### src/rtl/touch_scan_sequencer.sv
// touch_scan_sequencer: 4-wire resistive touch frame sequencer (settle, sample, average X then Y).
// Optional build macro TOUCH_DETECT_EN suppresses results whose averages fall below TOUCH_MIN.
module touch_scan_sequencer #(
    parameter int         SETTLE_CYCLES = 1000,
    parameter int         SAMPLE_LOG2   = 4,
    parameter logic [9:0] TOUCH_MIN     = 10'd40
) (
    input  logic       clk,
    input  logic       reset,
    input  logic       run,
    output logic       drive_x,
    output logic       drive_y,
    output logic       adc_req,
    output logic       adc_chan,
    input  logic       adc_ack,
    input  logic [9:0] adc_data,
    output logic [9:0] x_coord,
    output logic [9:0] y_coord,
    output logic       valid,
    output logic       touched,
    output logic       busy
);
    localparam int AW = 10 + SAMPLE_LOG2;
    localparam int CW = SETTLE_CYCLES > 1 ? $clog2(SETTLE_CYCLES) : 1;

    typedef enum logic [2:0] {IDLE, SETTLE_X, SAMPLE_X, GAP, SETTLE_Y, SAMPLE_Y, DONE} state_t;

    state_t                 state_q;
    logic [CW-1:0]          cnt_q;
    logic [SAMPLE_LOG2-1:0] scnt_q;
    logic [AW-1:0]          x_acc_q, y_acc_q, x_acc_d, y_acc_d;
    logic [9:0]             x_coord_q, y_coord_q, x_avg, y_avg;
    logic                   adc_req_q, valid_q, touched_q;
    logic                   acc_ok, last, hit;

    assign acc_ok  = adc_req_q & adc_ack;
    assign last    = acc_ok & (&scnt_q);
    assign x_acc_d = x_acc_q + ((state_q == SAMPLE_X && acc_ok) ? AW'(adc_data) : '0);
    assign y_acc_d = y_acc_q + ((state_q == SAMPLE_Y && acc_ok) ? AW'(adc_data) : '0);
    assign x_avg   = 10'(x_acc_d >> SAMPLE_LOG2);
    assign y_avg   = 10'(y_acc_d >> SAMPLE_LOG2);

`ifdef TOUCH_DETECT_EN
    assign hit = x_avg >= TOUCH_MIN && y_avg >= TOUCH_MIN;
`else
    logic unused_touch_min;
    assign unused_touch_min = ^TOUCH_MIN;
    assign hit = 1'b1;
`endif

    always_ff @(posedge clk) begin
        if (reset) begin
            state_q   <= IDLE;
            cnt_q     <= '0;
            scnt_q    <= '0;
            x_acc_q   <= '0;
            y_acc_q   <= '0;
            x_coord_q <= '0;
            y_coord_q <= '0;
            adc_req_q <= 1'b0;
            valid_q   <= 1'b0;
            touched_q <= 1'b0;
        end else begin
            valid_q <= 1'b0;
            case (state_q)
                IDLE: begin
                    cnt_q <= '0;
                    if (run) state_q <= SETTLE_X;
                end
                SETTLE_X, SETTLE_Y: begin
                    if (cnt_q == CW'(SETTLE_CYCLES - 1)) begin
                        state_q   <= state_q == SETTLE_X ? SAMPLE_X : SAMPLE_Y;
                        cnt_q     <= '0;
                        scnt_q    <= '0;
                        adc_req_q <= 1'b1;
                    end else begin
                        cnt_q <= cnt_q + 1'b1;
                    end
                end
                SAMPLE_X, SAMPLE_Y: begin
                    x_acc_q   <= x_acc_d;
                    y_acc_q   <= y_acc_d;
                    scnt_q    <= scnt_q + SAMPLE_LOG2'(acc_ok);
                    adc_req_q <= ~acc_ok;
                    if (last) begin
                        adc_req_q <= 1'b0;
                        state_q   <= state_q == SAMPLE_X ? GAP : DONE;
                        // Publishing happens on the edge into DONE so valid lines up with that cycle.
                        if (state_q == SAMPLE_Y) begin
                            x_acc_q   <= '0;
                            y_acc_q   <= '0;
                            touched_q <= hit;
                            if (hit) begin
                                x_coord_q <= x_avg;
                                y_coord_q <= y_avg;
                                valid_q   <= 1'b1;
                            end
                        end
                    end
                end
                GAP: begin
                    cnt_q   <= '0;
                    state_q <= SETTLE_Y;
                end
                DONE: begin
                    cnt_q   <= '0;
                    state_q <= run ? SETTLE_X : IDLE;
                end
                default: state_q <= IDLE;
            endcase
        end
    end

    assign drive_x  = state_q == SETTLE_X || state_q == SAMPLE_X;
    assign drive_y  = state_q == SETTLE_Y || state_q == SAMPLE_Y;
    assign adc_chan = state_q == SAMPLE_Y;
    assign busy     = state_q != IDLE;
    assign adc_req  = adc_req_q;
    assign x_coord  = x_coord_q;
    assign y_coord  = y_coord_q;
    assign valid    = valid_q;
    assign touched  = touched_q;
endmodule

### config.mk
export PLATFORM = sky130hd
export DESIGN_NAME = touch_scan_sequencer
export DESIGN_NICKNAME = d
export VERILOG_FILES = /design/src/rtl/touch_scan_sequencer.sv
export SDC_FILE = /design/constraint.sdc
export NUM_CORES = 1
export LEC_CHECK = 0
export BUFFER_PORTS_ARGS = -buffer_cell sky130_fd_sc_hd__buf_4
export CORE_AREA = 2 2 118 91
export CTS_CLUSTER_DIAMETER = 150
export DETAILED_ROUTE_END_ITERATION = 7
export DIE_AREA = 0 0 120 93
export PLACE_DENSITY = 0.59
export SLEW_MARGIN = 5
export SYNTH_ARGS = -nofsm -noshare
export SYNTH_HDL_FRONTEND = slang
export SYNTH_SLANG_ARGS = --single-unit
export TNS_END_PERCENT = 5
### constraint.sdc
create_clock -name clk -period 9.3 [get_ports clk]
set_input_delay 1.86 -clock clk [delete_from_list [all_inputs] [get_ports clk]]
set_output_delay 1.86 -clock clk [all_outputs]
set_load 0.03 [all_outputs]
* Yosys cells after proc, flatten, opt, wreduce, memory -nomap -nowiden
Cells that the tools add are included.
** Storage, ports and cells
- Bits of input ports :: 14
- Output and inout port bits :: 27
- Logic and storage cells :: 66
- Flip-flop bits (word level) :: 68
** Cells by class
- $add $sub $neg :: 4
- Reduce and logical (&&, ||, !) cells :: 16
- Bitwise operators :: 5
- Muxes and demuxes :: 21
- Eq/ne operators :: 10
** Operators by type and width (number)
- $mux 14 :: 4
- $mux 10 :: 3
- $add 14x10->14 :: 2
- $pmux 10 s2 :: 1
- $mux 3 :: 5
- $pmux 3 s5 :: 1
- $add 10x1->10 const B :: 1
- $eq 10x10->1 const B :: 1
- $eq 3x3->1 const B :: 3
- $pmux 4 s2 :: 1
- $eq 3x2->1 const B :: 2
- $ne 2x2->1 const B :: 3
- $reduce_and 3->1 :: 2
- $reduce_or 3->1 :: 2
- $add 4x1->4 :: 1
- $mux 1 :: 4
- $mux 4 :: 1
- $reduce_and 4->1 :: 1
- $reduce_bool 2->1 :: 2
- $reduce_or 2->1 :: 2
- $eq 3x1->1 const B :: 1
- $logic_not 3->1 :: 1
- $not 1->1 :: 3
- $reduce_bool 3->1 :: 1
- 5 further kinds :: 8

* Longest topological paths before layout
- Depth in word-level cells :: 6
- Depth in mapped cells :: 13
- Gate-level depth less buffers :: 12

* Worst setup path before layout
OpenSTA, ideal clock, no wires.
- Path kind :: input-to-reg
- Start :: in adc_ack
- End :: reg y_acc_q[8]
- Cell stages on the path :: 12
- Library setup time :: 0.114 ns
- Required time :: 9.186 ns
- Setup slack :: 4.915 ns
- Path buffers :: 1
- Arrival :: 4.271 ns
- Path through :: nand2_1 > inv_1 > clkbuf_1 > and3_1 > ha_1 > fa_1 > a211oi_1 > o21bai_1 > a2111oi_0 > o21ai_0 > nor3b_1 > a21o_1
** Between the ends
- Word-level cells in the longest chain between the ends :: 6
- Elaborated cells between the ends (all ways) :: 7
- Classes of those cells :: add/sub: 1; mux: 3; bitwise: 2; reduce/logical: 1
** Ends and longest elaborated chain
- start, declared :: RTL line 15 : input logic adc_ack,
- $and 1x1->1 * :: RTL line 36 : assign acc_ok = adc_req_q & adc_ack;
- $logic_and 1x1->1 :: RTL line 39 : assign y_acc_d = y_acc_q + ((state_q == SAMPLE_Y && acc_ok) ? AW'(adc_data) : '0);
- $mux 10 :: RTL line 39
- $add 14x10->14 :: RTL line 39
- $mux 14 :: RTL line 89 : if (state_q == SAMPLE_Y) begin
- $mux 14 * :: RTL line 85 : if (last) begin
- end signal, assigned :: RTL line 82 : y_acc_q <= y_acc_d;
- end, declared :: RTL line 31 : logic [AW-1:0] x_acc_q, y_acc_q, x_acc_d, y_acc_d;
Mark *: on every way between the ends. The rest lies on a longest branch, timed or not.
A chain may end at the register's enable or synchronous reset.

* Final worst setup path
Same ends and word-level chain as after synthesis.

==> impl_metrics.toml <==
[finish]
fin_area_sq_um = 4600
most-common-layout-cells = "dfxtp_1, nand2_1, nor2_1"
diodes = 0
drive_gt1_frac = 0.133
final_common_cell = "dfxtp_1"
areaGrowthSynthToFinish_pct = 17.2
nNetsFinal = 553

[timing]
fin_skew_ns = 0.00531
layout_min_cycle_time_ns = 4.68
finalSetupViolations = 0
rsz0062_at_grt = "false"
max_freq_mhz = 214
period_share = 0.503
slew_viol_final = 0
hold_viol = 0
worstMarginPinSlew_ns = 1.07
setup_ws_ns = 4.62
whs_ns = 0.450
final.setup.tns_ns = 0
slew_headroom = 0.279

[global_route]
first_global_vias = 3520
overflow = 0
gr-usage-all-layers = 0.201
antenna_found_initial = 0
grt_max_degree = 58
grt_pass1_wl_um = 17600

[yosys]
syn_inst = 484
ys_async_sr_fraction = 0
ys_ff_latch = 68
synth-edff-count = 0
synth_ff_type = "dfxtp_1"
synth_warnings = 0
yosysUniqueCellTypes = 57
ys_seq_area_frac = 0.347
synthesis.nets = 523
synth_area_sq_um = 3920
syn_area_per_cell_sq_um = 8.11

[clock_network]
clock_sinks = 68
ctsHoldBuffers = 0
cts-root-buf = "clkbuf_16"
htreeDepth = 3
cts_tree = "built"
cts_buffer_depth = 2
post-cts-setup-buffer-count = 0
clk_pin_slew_worst_paths_ns = 0.05
numCtsBuffers = 9
clock_latency_ns = 0.33
ctsResizeCount = 0

[detailed_routing]
avgViaCountPerCell = 5.61
ant_nets = 0
wirelength_um = 10600
wl_per_cell_um = 16.1
drc = 0
first_pass_iters = 4
vias = 3672
drt_iter0_drc = 226

[setup_path]
cp_slowest_cell = "a2111oi_0"
r2r-start = "state_q[1]"
path_cells = "buf_4 -> nand2_1 -> inv_1 -> and3_1 -> ha_1 -> fa_1 -> a211oi_1 -> o21bai_1 -> a2111oi_0 -> o21ai_0 -> nor3b_1 -> a21o_1"
worst_r2r_path_depth = 10
cp_num_buf_inv = 2
critPathKind = "in -> reg"
cp_top_family = "compound AO/OA/AOI/OAI gates"
end_kind = "flop"
slowest_delay_ns = 0.60
r2r_setup_slack_ns = 5.58
reg2reg_to = "y_acc_q[8]"
cp_max_fo = 21
crit_path_start_kind = "input pin"
arrival_ns = 4.91
cp.required_ns = 9.53

[worst_hold_path]
min_path_type = "reg -> reg"
whs_path_depth = 2
hold_end = "x_coord[0]"
hold_path_startpoint = "x_coord[0]"

[floorplan]
fp.coreArea_sq_um = 10000
die_w_um = 120
dieHeight_um = 93
die_area_sq_um = 11200
num_rows = 32
initial_core_util = 0.390
ios = 41

[pwr]
powerDensity_nw_per_um2 = 141
leakagePower_nw = 1.94
vdd_drop_max_mv = 0.0728
p_total_uw = 648

[placement]
dpl_worst_slack_ns = 4.37
place_area_sq_um = 4320
gp_congestion = 0.897
port_buffers = 40
dp_hpwl_um = 7320

[status]
outcome = "completed"

[flow_run]
maxCapViolCount = 0
flip-flops by register name, indices dropped and copies added, names as in the netlist:
name     count
x_coord     10
x_acc_q     14
y_coord     10
state_q      3
y_acc_q     14
adc_req      1
scnt_q       4
valid        1
touched      1
cnt_q       10
report_power, final:
group / leakage, nW / switching, mW / total [mW] / internal [mW]
clock network: 0.140 / 0.122 / 0.324 / 0.202
registers: 0.548 / 0.00347 / 0.297 / 0.293
logic: 1.25 / 0.0171 / 0.0271 / 0.0100
total: 1.94 / 0.143 / 0.648 / 0.505
cells by family (layout without fill, tap and decap cells):
logic type               count (synthesis)  in the layout  share of synthesized area
AO/OA/AOI/OAI                          130            130                      0.213
buffers and inverters                   33             68                     0.0367
XOR/XNOR                                22             22                     0.0491
multiplexers                             1              1                    0.00255
adder cells (fa/ha/maj)                 25             25                     0.0835
AND/OR/NAND/NOR                        205            205                      0.268
flip-flops                              68             68                      0.347
final cells by class:
class | count | area (sq um)
Clock inverter | 1 | 5.00
Multi-Input combinational cell | 383 | 2420
Inverter | 8 | 30.0
Sequential cell | 68 | 1360
Tap cell | 136 | 170
Fill cell | 1013 | 5450
Timing Repair Buffer | 44 | 330
Clock buffer | 15 | 278
worst max-delay path by stage:
stage	startpoint	endpoint	cells after the start
final	adc_ack	y_acc_q[8]	12
after global routing	adc_ack	y_acc_q[8]	12
after CTS	adc_ack	y_acc_q[8]	12
after detailed placement	adc_ack	y_acc_q[8]	12
after global placement	adc_ack	y_acc_q[8]	12
after floorplan	adc_ack	y_acc_q[8]	12
synth_stat cells (3+ instances only):
cell      instances  share of area
and3_1           22          0.035
dfxtp_1          68           0.35
nand3b_1          5         0.0096
nand3_1          18          0.023
or3_1             4         0.0064
nor2b_1           8          0.013
a21oi_1          47          0.060
or4_1             4         0.0077
a31oi_1           8          0.013
nor3b_1           4         0.0077
a211oi_1         10          0.019
buf_2             4         0.0051
ha_1             23          0.073
nand2b_1          6         0.0096
a22o_1           12          0.027
nor2_1           48          0.046
xor2_1            4         0.0089
nor3_1            6         0.0077
inv_1             8         0.0077
nand2_1          50          0.048
a21o_1            8          0.015
a311oi_1          5          0.011
xnor2_1          18          0.040
o21ai_0          17          0.022
and2_1            3         0.0048
or2_2             5         0.0080
clkbuf_1         17          0.016
a22oi_1           4         0.0077
nand4_1          10          0.016
nor4_1            4         0.0064
tightest hold or removal path, delay by kind of cell (launching register included):
family             cells  cell delay, ns
AOI/OAI and AO/OA      1            0.05
DFF                    1            0.30
and+or+nand+nor        1            0.05
stage by stage:
stage / std cells / util
3_5_place_dp: 639 / 0.430
3_3_place_gp: 639 / 0.430
6_report: 655 / 0.458
4_1_cts: 655 / 0.458
2_1_floorplan: 484 / -
5_1_grt: 655 / 0.458
routing by layer:
metal,vias up,part of all wire,routed length (um),global-route usage
met5,-,0,0,0
met4,0,0.012,124,0.0686
met3,14,0.061,641,0.0433
met2,105,0.42,4390,0.295
met1,1724,0.51,5400,0.291
li1,1829,-,-,-
Power figures use the tool's default switching activity.
